===== src/rtl/oled_pkg.sv =====
// Shared types and constants for the OLED SPI transmitter slice.
// Entry format pushed by the game/init logic is {dc, data}.
package oled_pkg;

  localparam logic DC_CMD  = 1'b0;
  localparam logic DC_DATA = 1'b1;

  localparam int CLK_DIV_DEFAULT    = 5;
  localparam int FIFO_DEPTH_DEFAULT = 4;

  typedef enum logic [2:0] {
    IDLE,
    SETUP,
    LOW,
    HIGH,
    GAP
  } spi_state_t;

  typedef struct packed {
    logic       dc;
    logic [7:0] data;
  } oled_entry_t;

  // Divider counter width: enough to hold CLK_DIV-1, never narrower than 1 bit.
  function automatic int div_cnt_width(input int clk_div);
    return (clk_div > 1) ? $clog2(clk_div) : 1;
  endfunction

endpackage


===== src/rtl/oled_byte_fifo.sv =====
// Small synchronous FIFO for {dc, byte} entries. Pointers carry an extra wrap bit
// for full/empty; the empty flag is registered, so a new entry is seen one cycle late.
module oled_byte_fifo #(
  parameter int WIDTH = 9,
  parameter int DEPTH = 4
) (
  input  logic             clk,
  input  logic             reset,
  input  logic             push,
  input  logic             pop,
  input  logic [WIDTH-1:0] din,
  output logic [WIDTH-1:0] dout,
  output logic             full,
  output logic             empty
);

  localparam int AW = $clog2(DEPTH);

  logic [AW:0]      wr_ptr_q, wr_ptr_d;
  logic [AW:0]      rd_ptr_q, rd_ptr_d;
  logic             empty_q;
  logic             do_push, do_pop;
  logic [WIDTH-1:0] mem_q [DEPTH];

  assign full    = (wr_ptr_q[AW] != rd_ptr_q[AW]) &&
                   (wr_ptr_q[AW-1:0] == rd_ptr_q[AW-1:0]);
  assign empty   = empty_q;
  assign do_push = push && !full;
  assign do_pop  = pop && !empty_q;
  assign dout    = mem_q[rd_ptr_q[AW-1:0]];

  always_comb begin
    wr_ptr_d = wr_ptr_q + {{AW{1'b0}}, do_push};
    rd_ptr_d = rd_ptr_q + {{AW{1'b0}}, do_pop};
  end

  // NOTE: sequential state uses non-blocking assignments so every register
  // samples the pre-edge values of its neighbours.
  always_ff @(posedge clk) begin
    if (reset) begin
      wr_ptr_q <= '0;
      rd_ptr_q <= '0;
      empty_q  <= 1'b1;
    end else begin
      wr_ptr_q <= wr_ptr_d;
      rd_ptr_q <= rd_ptr_d;
      // Compare against the old write pointer: a pop that drains the FIFO
      // shows empty at once, a fresh push becomes visible one cycle later.
      empty_q  <= (rd_ptr_d == wr_ptr_q);
    end
  end

  // NOTE: the storage array is deliberately not reset; the pointers alone
  // define which entries are valid, and an unreset array maps to plain RAM.
  always_ff @(posedge clk) begin
    if (do_push) begin
      mem_q[wr_ptr_q[AW-1:0]] <= din;
    end
  end

endmodule


===== src/rtl/oled_spi_tx.sv =====
// Byte-level SPI transmitter for the OLED panel: queues {dc, byte} entries and
// shifts each one out MSB-first with cs framing every byte.
module oled_spi_tx
  import oled_pkg::*;
#(
  parameter int CLK_DIV    = CLK_DIV_DEFAULT,
  parameter int FIFO_DEPTH = FIFO_DEPTH_DEFAULT
) (
  input  logic       clk,
  input  logic       reset,
  input  logic       in_valid,
  output logic       in_ready,
  input  logic       in_dc,
  input  logic [7:0] in_data,
  output logic       busy,
  output logic       mosi,
  output logic       sck,
  output logic       cs,
  output logic       dc
);

  localparam int                DIV_W   = div_cnt_width(CLK_DIV);
  localparam logic [DIV_W-1:0]  DIV_MAX = DIV_W'(CLK_DIV - 1);

  spi_state_t       state_q;
  logic [DIV_W-1:0] div_q;
  logic [2:0]       bit_q;
  logic [6:0]       shift_q;
  logic             cs_q, sck_q, mosi_q, dc_q;
  logic             busy_q, busy_d;
  logic             push_q;

  oled_entry_t fifo_din, fifo_dout;
  logic        fifo_full, fifo_empty, fifo_pop;
  logic        push_fire, div_done, idle_next;

  assign in_ready  = !reset && !fifo_full;
  assign push_fire = in_valid && in_ready;
  assign fifo_din  = '{dc: in_dc, data: in_data};
  assign fifo_pop  = (state_q == IDLE) && !fifo_empty;
  assign div_done  = (div_q == '0);

  oled_byte_fifo #(
    .WIDTH ($bits(oled_entry_t)),
    .DEPTH (FIFO_DEPTH)
  ) u_fifo (
    .clk   (clk),
    .reset (reset),
    .push  (push_fire),
    .pop   (fifo_pop),
    .din   (fifo_din),
    .dout  (fifo_dout),
    .full  (fifo_full),
    .empty (fifo_empty)
  );

  // The FSM lands in IDLE next cycle either by staying put with nothing
  // queued or by finishing the inter-byte gap.
  assign idle_next = ((state_q == IDLE) && fifo_empty) ||
                     ((state_q == GAP) && div_done);

  // push_q covers the cycle where a just-pushed entry is not yet visible.
  assign busy_d = push_fire || push_q || !fifo_empty || !idle_next;

  always_ff @(posedge clk) begin
    if (reset) begin
      state_q <= IDLE;
      div_q   <= DIV_MAX;
      bit_q   <= '0;
      shift_q <= '0;
      cs_q    <= 1'b1;
      sck_q   <= 1'b1;
      mosi_q  <= 1'b0;
      dc_q    <= DC_CMD;
      busy_q  <= 1'b0;
      push_q  <= 1'b0;
    end else begin
      busy_q <= busy_d;
      push_q <= push_fire;
      unique case (state_q)
        IDLE: begin
          if (!fifo_empty) begin
            shift_q <= fifo_dout.data[6:0];
            mosi_q  <= fifo_dout.data[7];
            dc_q    <= fifo_dout.dc;
            cs_q    <= 1'b0;
            sck_q   <= 1'b1;
            bit_q   <= '0;
            div_q   <= DIV_MAX;
            state_q <= SETUP;
          end
        end
        SETUP: begin
          if (div_done) begin
            sck_q   <= 1'b0;
            div_q   <= DIV_MAX;
            state_q <= LOW;
          end else begin
            div_q <= div_q - 1'b1;
          end
        end
        LOW: begin
          if (div_done) begin
            sck_q   <= 1'b1;
            div_q   <= DIV_MAX;
            state_q <= HIGH;
          end else begin
            div_q <= div_q - 1'b1;
          end
        end
        HIGH: begin
          if (div_done) begin
            div_q <= DIV_MAX;
            if (bit_q != 3'd7) begin
              // Next bit is presented on the falling edge of sck.
              bit_q   <= bit_q + 3'd1;
              mosi_q  <= shift_q[6];
              shift_q <= {shift_q[5:0], 1'b0};
              sck_q   <= 1'b0;
              state_q <= LOW;
            end else begin
              cs_q    <= 1'b1;
              mosi_q  <= 1'b0;
              state_q <= GAP;
            end
          end else begin
            div_q <= div_q - 1'b1;
          end
        end
        GAP: begin
          if (div_done) begin
            div_q   <= DIV_MAX;
            state_q <= IDLE;
          end else begin
            div_q <= div_q - 1'b1;
          end
        end
        default: begin
          state_q <= IDLE;
          cs_q    <= 1'b1;
          sck_q   <= 1'b1;
          div_q   <= DIV_MAX;
        end
      endcase
    end
  end

  assign busy = busy_q;
  assign mosi = mosi_q;
  assign sck  = sck_q;
  assign cs   = cs_q;
  assign dc   = dc_q;

endmodule


===== config.mk =====
export PLATFORM = sky130hd
export DESIGN_NAME = oled_spi_tx
export DESIGN_NICKNAME = d
export VERILOG_FILES = /design/src/rtl/oled_pkg.sv /design/src/rtl/oled_byte_fifo.sv /design/src/rtl/oled_spi_tx.sv
export SDC_FILE = /design/constraint.sdc
export NUM_CORES = 1
export LEC_CHECK = 0
export ABC_AREA = 0
export CAP_MARGIN = 20
export CELL_PAD_IN_SITES_DETAIL_PLACEMENT = 0
export CELL_PAD_IN_SITES_GLOBAL_PLACEMENT = 1
export CORE_MARGIN = 2
export CORE_UTILIZATION = 30
export CTS_BUF_LIST = sky130_fd_sc_hd__clkbuf_8
export DETAILED_ROUTE_END_ITERATION = 6
export HOLD_SLACK_MARGIN = 0.08
export PLACE_DENSITY_LB_ADDON = 0.1
export SYNTH_ARGS = -nofsm -noshare
export SYNTH_HDL_FRONTEND = slang
export SYNTH_SLANG_ARGS = --single-unit

===== constraint.sdc =====
create_clock -name clk -period 3.2 [get_ports clk]
set_input_delay 0.8 -clock clk [delete_from_list [all_inputs] [get_ports clk]]
set_output_delay 0.8 -clock clk [all_outputs]
set_load 0.05 [all_outputs]

-- Yosys cells after proc, flatten, opt, wreduce, memory -nomap -nowiden
Memory sizes are Yosys's and may differ from the RTL's. A register that Yosys moved wholly into a read port is not among the register bits.
Cells that the tools add are included.
- latch bits: 0
- logic and storage cells: 98
- memories kept: 1
- memory bits (read-only): 0
- input bits: 12
- output and inout bits: 6
- bits in registers: 29
- memory bits (writable): 36
- memories (name ; words ; width ; read ports ; clocked after memory_dff ; wr ports ; line ; source):
    u_fifo.mem_q ; 4 ; 9 ; 1 ; 1 ; 1 ; oled_byte_fifo.sv:23 ; logic [WIDTH-1:0] mem_q [DEPTH];
- order comparisons: 0
- mux-type cells: 35
- reduce and logical (&&, ||, !) cells: 27
- equality and inequality tests: 15
- $add $sub $neg: 4
- bitwise operators: 3
- divide/modulo/power cells: 0
- shift-type cells: 0
- multiply operators: 0
- operators by type and width (cell ; number):
    two-way mux 3 bit ; 11
    two-way mux 7 bit ; 3
    case mux 3 bit (5 select lines) ; 1
    != test 2 bit (second input constant) ; 7
    case mux 7 bit (2 select lines) ; 1
    two-way mux 1 bit ; 13
    case mux 3 bit (2 select lines) ; 2
    logical AND 1 bit ; 8
    AND reduction 4 bit ; 2
    adder 3 x 1 -> 3 bit ; 2
    == test 3 x 2 -> 1 bit (second input constant) ; 2
    zero test 3 bit ; 2
    AND reduction 6 bit ; 1
    case mux 1 bit (5 select lines) ; 1
    AND reduction 5 bit ; 1
    zero test 1 bit ; 4
    logical OR 1 bit ; 4
    OR reduction 4 bit ; 1
    adder 3 x 1 -> 3 bit (second input constant) ; 1
    == test 3 x 1 -> 1 bit (second input constant) ; 1
    == test 3 bit ; 1
    == test 3 bit (second input constant) ; 1
    != test 3 bit (second input constant) ; 1
    NOT 1 bit ; 3
    10 further kinds ; 10

-- Depth between registers and ports, before layout
- word-level depth: 8
- depth in mapped cells: 9
- depth with buffers taken out: 8

-- Cells and area by module
A second synthesis with hierarchy kept.
- cell total of the unflattened synthesis: 207
- area, all modules: 2800.2 µm²
- modules (own cells, without submodules) (module ; seq. area each (µm²) ; area each (µm²) ; cells each ; instances):
    oled_byte_fifo ; 1221.2 ; 1692.9 ; 85 ; 1
    oled_spi_tx ; 440.4 ; 1107.3 ; 122 ; 1

-- Least setup slack after synthesis
Ideal clock, no wire load.
- path type: input -> register
- start point: input reset
- end point: memory u_fifo.mem_q[2][0] (enable)
- arrival time: 2982 ps
- buffers on the path: 1
- required time: 2811 ps
- setup time: 389 ps
- path slack: -171 ps
- stages on the path: 4
- path through: clkbuf_1 a31oi_1 nand2_1 nor3b_1
- longest elaborated chain between the ends: 6
- ends and longest elaborated chain (element ; line ; source):
    from (decl) ; oled_spi_tx.sv:10 ; input logic reset,
    zero test 1 bit ; oled_spi_tx.sv:37 ; assign in_ready = !reset && !fifo_full;
    logical AND 1 bit ; oled_spi_tx.sv:37 ;
    named net in_ready ; oled_spi_tx.sv:12 ; output logic in_ready,
    logical AND 1 bit ; oled_spi_tx.sv:38 ; assign push_fire = in_valid && in_ready;
    logical AND 1 bit ; oled_byte_fifo.sv:28 ; assign do_push = push && !full;
    two-way mux 1 bit ; oled_byte_fifo.sv:56 ; if (do_push) begin
    two-way mux 1 bit (not written as such) ; oled_byte_fifo.sv:57 ; mem_q[wr_ptr_q[AW-1:0]] <= din;
    to (decl) ; oled_byte_fifo.sv:23 ;
The timed path passes the listed nets, and every way through them passes these cells.

-- Worst setup path in the final report
- start point: input reset
- end point: output in_ready
- longest elaborated chain between the ends: 2
- ends and longest elaborated chain (element ; line):
    zero test 1 bit ; oled_spi_tx.sv:37
    logical AND 1 bit ; oled_spi_tx.sv:37
    to (decl) ; oled_spi_tx.sv:12
No other way between the ends.

==> flow_metrics.env <==
export IMPL_max_clock_freq_mhz=405
export IMPL_antenna_found_initial=0
export IMPL_synth_area_top_cells="edfxtp_1, dfxtp_1, mux4_2"
export IMPL_crit_start="reset"
export IMPL_design_area_um2=3300
export IMPL_synth_largest_area_cell="edfxtp_1"
export IMPL_r2r_start="state_q[2]$_SDFFE_PP0P_"
export IMPL_fin_worst_skew_ns=0.00766
export IMPL_portBuffers=17
export IMPL_reg2reg_slack_ns=1.13
export IMPL_hold_class="reg -> reg"
export IMPL_io_pins=18
export IMPL_ys_ff_latch=65
export IMPL_rr_endpoint="u_fifo.empty$_SDFF_PP1_"
export IMPL_synth_area_um2=2740
export IMPL_cts_buffers=9
export IMPL_dieArea_um2=9930
export IMPL_peakVddDrop_mv=0.230
export IMPL_cts_hold_buffers_added=0
export IMPL_worstPathCellList="clkdlybuf4s50_1, a31oi_2, buf_12"
export IMPL_grt_max_degree=28
export IMPL_drv_cap=0
export IMPL_num_fill_cells=797
export IMPL_grt_pass1_vias=1723
export IMPL_synthTopCellsByCount="edfxtp_1, dfxtp_1, nor2_1"
export IMPL_post_place_ws_ns=0.730
export IMPL_p_per_area_nw_per_um2=771
export IMPL_drt_initial_drc_count=60
export IMPL_min_period_ns=2.47
export IMPL_grt_usage_pct=11.2
export IMPL_worstRegToRegCells=6
export IMPL_postSynthCellCount=204
export IMPL_worstHoldStart="shift_q[5]$_SDFFE_PP0P_"
export IMPL_hold_depth=2
export IMPL_hold_violations=0
export IMPL_cts_tree="built"
export IMPL_whs_endpoint="shift_q[6]$_SDFFE_PP0P_"
export IMPL_yosysMostFrequentCell="edfxtp_1"
export IMPL_timing_worst_setup_path_type="in -> out"
export IMPL_end_kind="primary output"
export IMPL_post_drt_wl_per_cell_um=15.2
export IMPL_synth_cell_types=44
export IMPL_power_leakage_nw=1.17
export IMPL_ys_flop_type="edfxtp_1"
export IMPL_startpoint_type="input pin"
export IMPL_worstPathArrival_ns=1.67
export IMPL_avgViaCountPerCell=4.91
export IMPL_hpwl_mm=3.73
export IMPL_relSlewSlack_pct=59.8
export IMPL_setup_viol=0
export IMPL_place_area_um2=3030
export IMPL_die_y_um=99.6
export IMPL_postSynthAreaPerCell_um2=13.5
export IMPL_initial_core_util_pct=31.2
export IMPL_num_rows=34
export IMPL_crit_fanout=2
export IMPL_slowest_stage="clkdlybuf4s50_1"
export IMPL_cts_root_buf="clkbuf_8"
export IMPL_firstDrtPassIters=4
export IMPL_antennaDiodeCount=0
export IMPL_drtAntennaViolNets=0
export IMPL_worst_pin_slew_ns=0.603
export IMPL_synth_edf_count=36
export IMPL_rsz0062_at_grt="false"
export IMPL_yosys_warnings=0
export IMPL_fin_util_pct=37.4
export IMPL_numPlacedInstances=324
export IMPL_cts_max_level=3
export IMPL_overflow=0
export IMPL_core_area_um2=8810
export IMPL_synth_top_area_share_pct=39.4
export IMPL_syn2layout_area_growth_pct=20.1
export IMPL_drv_slew=0
export IMPL_async_flop_share_pct=0
export IMPL_grt_pass1_wl_mm=8.49
export IMPL_finalSetupTns_ns=0
export IMPL_cts_clk_slew_worst_paths_ns=0.07
export IMPL_fin_crit_sh_pct=77.1
export IMPL_final_instance_count_excl_fill=340
export IMPL_slowest_delay_ns=0.44
export IMPL_vias=1670
export IMPL_place_congestion=0.812
export IMPL_finalNetCount=245
export IMPL_post_cts_buffers=0
export IMPL_post_route_cells_drive_above_1_share_pct=17.7
export IMPL_yosysSeqAreaShare_pct=60.6
export IMPL_die_x_um=99.6
export IMPL_route_detailed_drc=0
export IMPL_cts_resized_gates=0
export IMPL_syn_num_nets=222
export IMPL_cts_path_max_buffers=2
export IMPL_wl_mm=5.15
export IMPL_cp_required_ns=2.40
export IMPL_numClockSinks=65
export IMPL_fin_ws_ns=0.732
export IMPL_status="finished clean"
export IMPL_clk_latency_ns=0.34
[how the worst max path moves through the flow]
stage | to | slack (ns) | cells after the start
6_report | in_ready | 0.73 | 3
3_5_place_dp | u_fifo.mem_q[2][0]$_DFFE_PP_ | 0.73 | 5
2_1_floorplan | u_fifo.mem_q[2][0]$_DFFE_PP_ | 0.18 | 4
3_3_place_gp | in_ready | 0.74 | 3
4_1_cts | in_ready | 0.73 | 3
5_1_grt | in_ready | 0.68 | 3
[critical path: cells and delay by family]
family | cells | cell delay, ns
AOI/OAI and AO/OA | 1 | 0.25
buffers and inverters | 2 | 0.61
[where the power goes]
group / switching [mW] / total [mW] / internal (mW)
combinational: 0.292 / 0.555 / 0.263
sequential: 0.0959 / 1.07 / 0.971
clock: 0.323 / 0.921 / 0.598
total: 0.711 / 2.54 / 1.83
[registers in the layout, summed over array words and instances, names as in the netlist]
| register | cells |
|---|---|
| u_fifo.mem_q | 36 |
| push_q | 1 |
| cs | 1 |
| busy | 1 |
| state_q | 3 |
| u_fifo.wr_ptr_q | 3 |
| u_fifo.empty | 1 |
| bit_q | 3 |
| mosi | 1 |
| sck | 1 |
| dc | 1 |
| u_fifo.rd_ptr_q | 3 |
| div_q | 3 |
| shift_q | 7 |
[through the flow]
| step | power (mW) | hold WS (ns) |
|---|---|---|
| floorplan | 1.53 | 0.455 |
| global placement | 1.64 | 0.468 |
| detailed placement | 1.65 | 0.468 |
| CTS | 2.57 | 0.477 |
| global route | 2.67 | 0.506 |
| finish | 2.54 | 0.474 |
[cell type report]
type                            instances  area (um^2)  share of cell area (%)
Timing Repair Buffer                   23          225                    6.83
Clock inverter                          7          141                    4.29
Clock buffer                            9          124                    3.76
Tap cell                              108          135                    4.10
Multi-Input combinational cell        124          993                    30.1
Sequential cell                        65         1660                    50.4
Inverter                                4         15.0                   0.456
[cell usage in the layout, fill, tap and decap left out, types with 3 or more instances in the layout]
| master | instances |
|---|---|
| a21oi_1 | 3 |
| nor2b_1 | 4 |
| mux2i_1 | 3 |
| nor3_1 | 5 |
| ha_1 | 6 |
| a22oi_1 | 3 |
| bufinv_16 | 4 |
| inv_1 | 4 |
| nor3b_1 | 4 |
| nor2_1 | 19 |
| edfxtp_1 | 36 |
| dfxtp_1 | 29 |
| clkdlybuf4s50_1 | 16 |
| buf_4 | 6 |
| xnor2_1 | 6 |
| a311oi_1 | 6 |
| nand2b_1 | 5 |
| o21ai_0 | 4 |
| nand2_1 | 18 |
| clkbuf_8 | 9 |
| a21oi_2 | 3 |
| mux4_2 | 9 |
| xor2_1 | 3 |
[metal layers]
| metal | GRT usage (%) | share of wire (%) |
|---|---|---|
| met1 | 13.8 | 47 |
| met2 | 17.6 | 48 |
| met3 | 3.94 | 3.4 |
| met4 | 5.58 | 1.9 |
| met5 | 0 | 0 |
[cells by family after synthesis]
group | share of synthesized area [%]
xor gates and xnor gates | 2.87
adders and majority gates | 2.74
and+or+nand+nor | 14.1
AOI/OAI and AO/OA | 7.75
buffers and inverters | 3.47
muxes | 8.48
DFF | 60.6
No activity file was read; power rests on OpenSTA's default activity.
